### config.mk
export PLATFORM = sky130hd
export DESIGN_NAME = text_display_scan
export DESIGN_NICKNAME = d
export VERILOG_FILES = /design/src/rtl/text_display_pkg.sv /design/src/rtl/text_display_scan_seg_decode.sv /design/src/rtl/text_display_scan.sv
export SDC_FILE = /design/constraint.sdc
export NUM_CORES = 1
export LEC_CHECK = 0
export ABC_AREA = 1
export ABC_CLOCK_PERIOD_IN_PS = 2400
export CORE_MARGIN = 5
export CORE_UTILIZATION = 48
export CTS_CLUSTER_DIAMETER = 100
export DETAILED_ROUTE_END_ITERATION = 16
export PLACE_DENSITY = 0.82
export RECOVER_POWER = 100
export SYNTH_ARGS = -nofsm -noshare
export SYNTH_HDL_FRONTEND = slang
export SYNTH_SLANG_ARGS = --single-unit
### constraint.sdc
create_clock -name divided_clk -period 2.4 [get_ports divided_clk]
set_clock_uncertainty 0.2 [all_clocks]
set_input_delay 0.36 -clock divided_clk [delete_from_list [all_inputs] [get_ports divided_clk]]
set_output_delay 0.36 -clock divided_clk [all_outputs]
set_load 0.01 [all_outputs]
### src/rtl/text_display_pkg.sv
// Glyph codes, active-low segment patterns and the code-to-segment decode
// shared by the multiplexed text display scanner.
package text_display_pkg;

  localparam int CODE_W = 18;
  localparam int SEG_W  = 7;

  // Glyph codes: two exact multi-bit codes, then one-hot codes by bit position
  localparam logic [CODE_W-1:0] CODE_BLANK = 18'b11;
  localparam logic [CODE_W-1:0] CODE_3     = 18'b111;
  localparam logic [CODE_W-1:0] CODE_A     = 18'h20000;
  localparam logic [CODE_W-1:0] CODE_B     = 18'h10000;
  localparam logic [CODE_W-1:0] CODE_C     = 18'h08000;
  localparam logic [CODE_W-1:0] CODE_D     = 18'h04000;
  localparam logic [CODE_W-1:0] CODE_E     = 18'h02000;
  localparam logic [CODE_W-1:0] CODE_F     = 18'h01000;
  localparam logic [CODE_W-1:0] CODE_G     = 18'h00800;
  localparam logic [CODE_W-1:0] CODE_H     = 18'h00400;
  localparam logic [CODE_W-1:0] CODE_I     = 18'h00200;
  localparam logic [CODE_W-1:0] CODE_L     = 18'h00100;
  localparam logic [CODE_W-1:0] CODE_N     = 18'h00080;
  localparam logic [CODE_W-1:0] CODE_O     = 18'h00040;
  localparam logic [CODE_W-1:0] CODE_P     = 18'h00020;
  localparam logic [CODE_W-1:0] CODE_R     = 18'h00010;
  localparam logic [CODE_W-1:0] CODE_T     = 18'h00008;
  localparam logic [CODE_W-1:0] CODE_U     = 18'h00004;
  localparam logic [CODE_W-1:0] CODE_Y     = 18'h00002;
  localparam logic [CODE_W-1:0] CODE_DASH  = 18'h00001;

  // Segment patterns, bit order {CG,CF,CE,CD,CC,CB,CA}, 0 = segment lit
  localparam logic [SEG_W-1:0] SEG_BLANK = 7'h7F;
  localparam logic [SEG_W-1:0] SEG_3     = 7'h30;
  localparam logic [SEG_W-1:0] SEG_A     = 7'h08;
  localparam logic [SEG_W-1:0] SEG_B     = 7'h03;
  localparam logic [SEG_W-1:0] SEG_C     = 7'h46;
  localparam logic [SEG_W-1:0] SEG_D     = 7'h21;
  localparam logic [SEG_W-1:0] SEG_E     = 7'h06;
  localparam logic [SEG_W-1:0] SEG_F     = 7'h0E;
  localparam logic [SEG_W-1:0] SEG_G     = 7'h42;
  localparam logic [SEG_W-1:0] SEG_H     = 7'h09;
  localparam logic [SEG_W-1:0] SEG_I     = 7'h79;
  localparam logic [SEG_W-1:0] SEG_L     = 7'h47;
  localparam logic [SEG_W-1:0] SEG_N     = 7'h2B;
  localparam logic [SEG_W-1:0] SEG_O     = 7'h40;
  localparam logic [SEG_W-1:0] SEG_P     = 7'h0C;
  localparam logic [SEG_W-1:0] SEG_R     = 7'h2F;
  localparam logic [SEG_W-1:0] SEG_T     = 7'h07;
  localparam logic [SEG_W-1:0] SEG_U     = 7'h41;
  localparam logic [SEG_W-1:0] SEG_Y     = 7'h11;
  localparam logic [SEG_W-1:0] SEG_DASH  = 7'h3F;

  // Exact-match decode; every code not listed (zero, other multi-bit) is blank
  function automatic logic [SEG_W-1:0] decode_glyph(input logic [CODE_W-1:0] code);
    logic [SEG_W-1:0] seg;
    case (code)
      CODE_BLANK: seg = SEG_BLANK;
      CODE_3:     seg = SEG_3;
      CODE_A:     seg = SEG_A;
      CODE_B:     seg = SEG_B;
      CODE_C:     seg = SEG_C;
      CODE_D:     seg = SEG_D;
      CODE_E:     seg = SEG_E;
      CODE_F:     seg = SEG_F;
      CODE_G:     seg = SEG_G;
      CODE_H:     seg = SEG_H;
      CODE_I:     seg = SEG_I;
      CODE_L:     seg = SEG_L;
      CODE_N:     seg = SEG_N;
      CODE_O:     seg = SEG_O;
      CODE_P:     seg = SEG_P;
      CODE_R:     seg = SEG_R;
      CODE_T:     seg = SEG_T;
      CODE_U:     seg = SEG_U;
      CODE_Y:     seg = SEG_Y;
      CODE_DASH:  seg = SEG_DASH;
      default:    seg = SEG_BLANK;
    endcase
    return seg;
  endfunction

endpackage

### src/rtl/text_display_scan_seg_decode.sv
// Combinational glyph decoder: 18-bit glyph code to active-low segments.
module seg_decode
  import text_display_pkg::*;
(
  input  logic [CODE_W-1:0] i_code,
  output logic [SEG_W-1:0]  o_seg
);

  // Pure table lookup, no state
  assign o_seg = decode_glyph(i_code);

endmodule

### src/rtl/text_display_scan.sv
// Eight-digit multiplexed seven-segment scanner. A snapshot of all digit
// codes is taken once per frame so a frame never mixes old and new text;
// each digit slot starts with one blanked cycle to suppress ghosting.
module text_display_scan
  import text_display_pkg::*;
#(
  parameter int unsigned DIGIT_CYCLES = 1024
) (
  input  logic              divided_clk,
  input  logic              rst_n,
  input  logic [CODE_W-1:0] reg_d0,
  input  logic [CODE_W-1:0] reg_d1,
  input  logic [CODE_W-1:0] reg_d2,
  input  logic [CODE_W-1:0] reg_d3,
  input  logic [CODE_W-1:0] reg_d4,
  input  logic [CODE_W-1:0] reg_d5,
  input  logic [CODE_W-1:0] reg_d6,
  input  logic [CODE_W-1:0] reg_d7,
  output logic [7:0]        an,
  output logic [SEG_W-1:0]  seg,
  output logic              frame_tick
);

  localparam int CNT_W = (DIGIT_CYCLES > 1) ? $clog2(DIGIT_CYCLES) : 1;
  localparam logic [CNT_W-1:0] CNT_LAST = CNT_W'(DIGIT_CYCLES - 1);

  logic [CNT_W-1:0]  r_cnt;
  logic [2:0]        r_idx;
  logic [CODE_W-1:0] r_snap [8];

  logic [CODE_W-1:0] w_din [8];
  logic              w_slot_start;
  logic              w_capture;
  logic              w_cnt_wrap;
  logic [CODE_W-1:0] w_code;
  logic [SEG_W-1:0]  w_seg;
  logic [7:0]        w_an_sel_n;

  assign w_din[0] = reg_d0;
  assign w_din[1] = reg_d1;
  assign w_din[2] = reg_d2;
  assign w_din[3] = reg_d3;
  assign w_din[4] = reg_d4;
  assign w_din[5] = reg_d5;
  assign w_din[6] = reg_d6;
  assign w_din[7] = reg_d7;

  assign w_slot_start = (r_cnt == '0);
  assign w_capture    = w_slot_start && (r_idx == 3'd0);
  assign w_cnt_wrap   = (r_cnt == CNT_LAST);
  assign w_code       = r_snap[r_idx];

  // One active-low anode select per digit position
  for (genvar gi = 0; gi < 8; gi++) begin : g_an_sel
    assign w_an_sel_n[gi] = (int'(r_idx) != gi);
  end

  seg_decode u_seg_decode (
    .i_code (w_code),
    .o_seg  (w_seg)
  );

  // Slot counter and digit index; index steps only when the slot counter wraps
  always_ff @(posedge divided_clk or negedge rst_n) begin
    if (!rst_n) begin
      r_cnt <= '0;
      r_idx <= 3'd0;
    end else if (w_cnt_wrap) begin
      r_cnt <= '0;
      r_idx <= r_idx + 3'd1;
    end else begin
      r_cnt <= r_cnt + 1'b1;
    end
  end

  // Frame snapshot: all eight codes latched together at the start of digit 0
  always_ff @(posedge divided_clk or negedge rst_n) begin
    if (!rst_n) begin
      for (int i = 0; i < 8; i++) r_snap[i] <= CODE_BLANK;
    end else if (w_capture) begin
      for (int i = 0; i < 8; i++) r_snap[i] <= w_din[i];
    end
  end

  // Registered drive outputs; first cycle of every slot is fully blanked
  always_ff @(posedge divided_clk or negedge rst_n) begin
    if (!rst_n) begin
      an         <= 8'hFF;
      seg        <= SEG_BLANK;
      frame_tick <= 1'b0;
    end else begin
      frame_tick <= w_capture;
      if (w_slot_start) begin
        an  <= 8'hFF;
        seg <= SEG_BLANK;
      end else begin
        an  <= w_an_sel_n;
        seg <= w_seg;
      end
    end
  end

endmodule

# ---- After elaboration in Yosys (flattened, before gate mapping)
# Index checks and enable logic that the tools add are counted.
dict set report op_classes {
  addsub 2
  order_cmp 1
  eq_ne 27
  mux 7
  bitwise_logic 1
  n_reduce_logical 4
}
# cell n
set ops {}
lappend ops {{7-bit case mux with 19 select lines} 1}
lappend ops {{18-bit binary-select mux with 3-bit select} 1}
lappend ops {{18-bit by 3-bit equality test with 1-bit output, second input constant} 2}
lappend ops {{18-bit 2-to-1 mux} 2}
lappend ops {{18-bit by 1-bit equality test with 1-bit output, second input constant} 1}
lappend ops {{18-bit by 10-bit equality test with 1-bit output, second input constant} 1}
lappend ops {{18-bit by 11-bit equality test with 1-bit output, second input constant} 1}
lappend ops {{18-bit by 12-bit equality test with 1-bit output, second input constant} 1}
lappend ops {{18-bit by 13-bit equality test with 1-bit output, second input constant} 1}
lappend ops {{18-bit by 14-bit equality test with 1-bit output, second input constant} 1}
lappend ops {{18-bit by 15-bit equality test with 1-bit output, second input constant} 1}
lappend ops {{18-bit by 16-bit equality test with 1-bit output, second input constant} 1}
lappend ops {{18-bit by 17-bit equality test with 1-bit output, second input constant} 1}
lappend ops {{18-bit equality test, second input constant} 1}
lappend ops {{18-bit by 2-bit equality test with 1-bit output, second input constant} 1}
lappend ops {{18-bit by 4-bit equality test with 1-bit output, second input constant} 1}
lappend ops {{18-bit by 5-bit equality test with 1-bit output, second input constant} 1}
lappend ops {{18-bit by 6-bit equality test with 1-bit output, second input constant} 1}
lappend ops {{18-bit by 7-bit equality test with 1-bit output, second input constant} 1}
lappend ops {{18-bit by 8-bit equality test with 1-bit output, second input constant} 1}
lappend ops {{18-bit by 9-bit equality test with 1-bit output, second input constant} 1}
lappend ops {{3-bit != test, second input constant} 4}
lappend ops {{10-bit by 1-bit adder with 10-bit output, second input constant} 1}
lappend ops {{10-bit equality test, second input constant} 1}
lappend ops {{12 further kinds} 13}
dict set report totals {
  reg_bits 173
  inputBits 146
  output_inout_bits 16
  wordCells 55
}

# ---- Logic depth before layout (Yosys ltp)
dict set report depth {
  depth_word 7
  mapped_depth 19
  depth_no_buf 16
}

# ---- Hierarchy
# From an unflattened synthesis, not the netlist that was laid out.
dict set report unflattened {
  hier_cells 1238
  area_unflattened_um2 9298.9
}
# mod n_inst cells_each area_each_um2 seq_area_each_um2
set by_module_without_submodules {}
lappend by_module_without_submodules {text_display_scan 1 1097 8559.5 4367.9}
lappend by_module_without_submodules {seg_decode 1 141 739.5 0.0}

# ---- Worst setup path before layout
# Ideal clock, no wire load.
dict set report synth_path {
  kind {reg2reg}
  startpoint {register r_idx[1]}
  endpoint {register r_snap[113] in the netlist's numbering}
  arrival_ns 1.929
  path_slack_ns 0.140
  stages_incl_launch_ff 10
  n_path_buf 4
  period_less_slack_ns 2.260
  cell_sequence {dfrtp_1 > buf_2 > inv_2 > buf_2 > ha_1 > nand4_1 > inv_1 > clkbuf_1 > clkbuf_1 > o21ai_0}
}
dict set report synth_via {
  elab_chain_cells 2
}
# element line_no
set synth_rtl {}
lappend synth_rtl {{start: declaration} text_display_scan.sv:28} ;# logic [2:0] r_idx;
lappend synth_rtl {{start signal: assignment} text_display_scan.sv:70} ;# r_idx <= r_idx + 3'd1;
lappend synth_rtl {{3-bit logical NOT} text_display_scan.sv:49} ;# assign w_capture = w_slot_start && (r_idx == 3'd0);
lappend synth_rtl {{1-bit logical AND} text_display_scan.sv:49}
lappend synth_rtl {{end: declaration} text_display_scan.sv:29} ;# logic [CODE_W-1:0] r_snap [8];
# No other way between the ends.
# A chain may end at the register's enable or synchronous reset.

# ---- Worst setup path after layout
dict set report layout_path {
  startpoint {register r_idx[0]}
  endpoint {register seg[2]}
}
dict set report layout_via {
  elab_chain_cells 7
  word_cells_on_any_way 25
  classes_between {19 x eq/ne; 5 x mux; 1 x bitwise}
}
# element line_no
set layout_rtl {}
lappend layout_rtl {{3-bit inverter with 4-bit output (not written as such) (*)} text_display_scan.sv:51} ;# assign w_code = r_snap[r_idx];
lappend layout_rtl {{18-bit binary-select mux with 3-bit select (*)} text_display_scan.sv:51}
lappend layout_rtl {{18-bit 2-to-1 mux (not written as such) (*) (2 in a row)} text_display_scan.sv:51}
lappend layout_rtl {{18-bit by 1-bit equality test with 1-bit output, or another cell as far along} text_display_pkg.sv:55} ;# case (code)
lappend layout_rtl {{7-bit case mux with 19 select lines (*)} text_display_pkg.sv:55}
lappend layout_rtl {{7-bit 2-to-1 mux (*)} text_display_scan.sv:93} ;# if (w_slot_start) begin
lappend layout_rtl {{end signal: assignment} text_display_scan.sv:98} ;# seg <= w_seg;
lappend layout_rtl {{end: declaration} text_display_scan.sv:20} ;# output logic [SEG_W-1:0] seg,
# Mark *: on every way between the ends. The rest lies on a longest branch, timed or not. The select of a mux whose other input is x is not followed.

==> results.md <==
Status:
- The run finished, with violations left.
- The checks that failed: negative setup slack.

Synthesis:
- The biggest area contributor in the post-synthesis netlist is dfrtp_1.
- The async set-or-reset flop fraction in the synthesized netlist is 1.00.
- For this run, the number of Yosys warnings is 0.
- Sorting the synthesized cells by how often they occur yields nand2_1, inv_1, dfrtp_1, o21ai_0, nand3_1.
- The primary flip-flop cell chosen by synthesis mapping is dfrtp_1.
- The most numerous cell in the Yosys netlist is nand2_1.
- In the post-synthesis netlist, the biggest area contributors are dfrtp_1, nand2_1, dfstp_2, o21ai_0, inv_1.
- The sequential area share after synthesis is 0.500.
- The post-synthesis cell area is between 8000 and 9000 µm².
- A synthesized cell averages approximately 7.6 µm².
- The count of cell types in the netlist is 30.
- After technology mapping, the gate count stands at 1153.
- The post-synthesis register bit count is about 170.
- The synthesized design contains 0 enable-type register cells.
- The share of the synthesized area in the top cell type is 0.407.
- The synthesized net count is between 1000 and 1500.

Floorplanning:
- In this run the core area contains a little under 50 standard-cell rows.
- The floorplan step set the die width to ~140 µm.
- The region available for standard cell placement spans around 18000 µm².
- The floorplan step defined a die boundary enclosing around 21000 µm².
- For this configuration, the core starts out at a cell density of 0.486.
- The die is 145 µm tall.
- The I/O pin count is between 150 and 200.

Pwr:
- Cell internal power was estimated by the tool at ~5.3 mW.
- The share of total power dissipated in the clock network is 0.452.
- The portion of total power attributed to sequential cells is 0.455.
- The analysis attributes to cell leakage a power of around 5.7 nW.
- The logic gate share of total power is 0.093.
- Across the VDD grid, the largest voltage drop is 0.523 mV.
- The overall power after layout is around 6.8 mW.
- The power per cell area is 563 nW/µm².
- The net switching fraction of the power is 0.222.
- Summed over all nets, the switching power comes to about 1.5 mW.

Critical path:
- The endpoint class of the critical path is a flop.
- The largest fanout on the critical path is 7.
- The worst setup path is launched from a flop.
- The required arrival time at the worst endpoint is between 2 and 3 ns.
- The data arrival time of the critical path is between 2 and 3 ns.
- The category of the most critical setup path is reg -> reg.

STA:
- The max-slew violation count is 0.
- The worst slew slack as a fraction of its limit is 0.0489.
- The final hold violation count is 0.
- The upper clock frequency limit is 385 MHz.
- Setup slack on the critical path of the routed design comes to -0.196 ns.
- For the pin with the worst max-slew slack, the measured transition is approximately 1.4 ns.
- Setup repair after global routing could not meet its margin everywhere.
- After routing, the total negative slack on setup checks comes to -1.28 ns.
- The count of final setup violators is 8.
- Of the available clock period, the critical path in the final layout requires 1.08.
- After layout, the minimum clock period comes to 2.60 ns.

GRT:
- The number of global-route vias before repair was between 8000 and 9000.
- The first-pass GRT wire length is around 40000 µm.
- The number of antenna violations at the first check in global routing is 0.
- For this run, the total global-route usage over all layers was measured as 0.252.
- Entering global routing, the biggest net connects 57 pins.
- For this run the aggregate overflow at the end of global routing stands at 0.

Final layout:
- The count of placed standard cells in the final layout, fillers left out is between 1500 and 2000.
- The total number of nets in the final design is ~1500.
- The layout-stage area growth over the synthesis result is 38.1%.
- The share of layout cells above drive strength 1 is 0.158.
- The count of fill cells added during filler insertion is around 1400.
- For this run, the share of the core covered by cells in the final layout is 0.671.
- 0 antenna diodes ended up in the layout.

Placement:
- The number of placed cells counting well taps is about 1600.
- The HPWL after detailed placement is about 18000 µm.
- The number of buffer cells added on primary ports is between 150 and 200.
- The congestion estimate from routability-driven global placement came to 0.895.

Worst hold path:
- The worst hold path belongs to the class in -> reg.

Clock network:
- The CTS tree is yes.
- At the later pin of the worst-skew pair, clock insertion delay measures between 0.4 and 0.5 ns.
- The clock-pin slew on the worst setup and hold paths is about 0.07 ns.
- The tree is rooted in a clkbuf_16.
- The clock sink count is 173.
- The number of buffers on the longest clock path is 2.
- The total clock buffers created by CTS is 17.
- The H-tree was split into 4 levels.

Routing:
- The routed layout has between 8000 and 9000 vias.
- The average routed wire per standard cell is 16.5 µm.
- The number of nets with antenna violations after detailed routing is 0.
- The initial DRC count is ~820.
- Using the TritonRoute via totals, the vias-per-cell ratio works out to around 5.2.
- The first detailed-routing pass ran for 6 iterations.
- The total length of routed wires is ~26000 µm.
- The post-route DRC violation count is 0.

Job:
- The tool flagged a number of max-cap violations equal to 0.
-- power groups by stage --
| stage | logic [mW] | registers [mW] | clock network (mW) |
|---|---|---|---|
| 2_1_floorplan | 0.200 | 3.13 | 0 |
| 3_3_place_gp | 0.589 | 3.13 | 0 |
| 3_5_place_dp | 0.600 | 3.14 | 0 |
| 4_1_cts | 0.618 | 3.09 | 3.07 |
| 5_1_grt | 0.692 | 3.10 | 3.20 |
| 6_report | 0.629 | 3.09 | 3.07 |
-- metal layers --
layer / vias to the layer above / global-route usage / share of wire
met1: 3924 / 0.337 / 0.41
li1: 3972 / - / -
met3: 75 / 0.0598 / 0.087
met5: - / 0 / 0
met4: 0 / 0.102 / 0.033
met2: 397 / 0.398 / 0.47
-- worst max-delay path, cell delays in order, from the launching register on --
cell	delay [ns]
dfrtp_4	0.57
buf_12	0.17
nor2_1	0.12
nor2_1	0.05
nand2_1	0.10
nand3_1	0.11
nand2_1	0.14
nand2_2	0.10
nor2_4	0.15
nand2_4	0.12
nor2_8	0.18
nand4_1	0.15
nand2_1	0.10
nor2_2	0.05
nand3_2	0.12
nand2_1	0.07
-- placed cells by master, fill, tap and decap left out, types with 4 or more instances in the layout --
master	synthesis	final
dfstp_2	31	31
inv_1	160	159
nor2_1	55	43
buf_12	1	13
nand2_1	390	372
dlygate4sd3_1	0	17
nand3_2	3	19
xor2_1	4	4
dfrtp_1	142	140
o21ai_0	133	133
nand2_2	6	20
ha_1	8	8
nor3_1	10	10
clkbuf_1	21	4
nand3_1	119	103
buf_6	7	6
nand4_1	7	7
nor2_4	5	10
nor2_2	4	12
nand2_4	1	5
bufinv_16	0	5
clkbuf_16	0	20
buf_4	5	45
a21oi_1	6	6
clkdlybuf4s50_1	0	144
clkbuf_2	0	7
-- area by class of cell --
class | instances | area, µm² | share of cell area
flip-flops and latches | 173 | 4370 | 0.363
multi-input cells | 758 | 3610 | 0.300
repair buffers | 244 | 2510 | 0.208
inverters | 163 | 627 | 0.0520
clock buffers | 22 | 464 | 0.0385
well taps | 229 | 287 | 0.0238
clock inverters | 9 | 184 | 0.0153
-- cell families after synthesis --
logic type      synth area share
simple gates               0.292
flops                      0.500
xor+xnor                 0.00401
compound gates            0.0824
buf+inv                    0.110
fa+ha+maj                 0.0115
-- state kept, by name, summed over array words and instances, names as in the netlist --
| signal | flops |
|---|---|
| an | 8 |
| r_idx | 3 |
| seg | 7 |
| r_cnt | 10 |
| r_snap | 144 |
| frame_tick | 1 |
-- metrics by stage --
step                      area (µm²)  hold WS (ns)  worst slack, ns
final                          12100         0.226           -0.196
after detailed placement       11000         0.157           -0.168
after global routing           12100         0.259           -0.284
after CTS                      11900         0.226          -0.0563
after floorplan                 8730        -0.136            0.140
after global placement         11000         0.152           -0.125
-- worst paths after layout --
check,startpoint,to,slack (ns),depth (start not counted)
setup reg to reg,r_idx[0],seg[2],-0.20,15
hold reg to reg,r_snap[136],r_snap[136],0.28,2
setup / recovery,r_idx[0],seg[2],-0.20,15
min in group asynchronous,rst_n,r_snap[22],0.59,2
hold / removal,reg_d0[1],r_snap[127],0.23,3
max in group asynchronous,rst_n,r_snap[108],0.23,3
-- timing repair --
item | 4_1_cts | 5_1_grt
endpoints found under the setup margin | 7 | 15
endpoints found under the hold margin | 45 | 0
pin swaps | 3 | 32
hold buffers | 1 | 0
cloned | 3 | 3
resized for setup | 36 | 41
buffers inserted | 5 | 2
(Power assumes the default switching activity.)
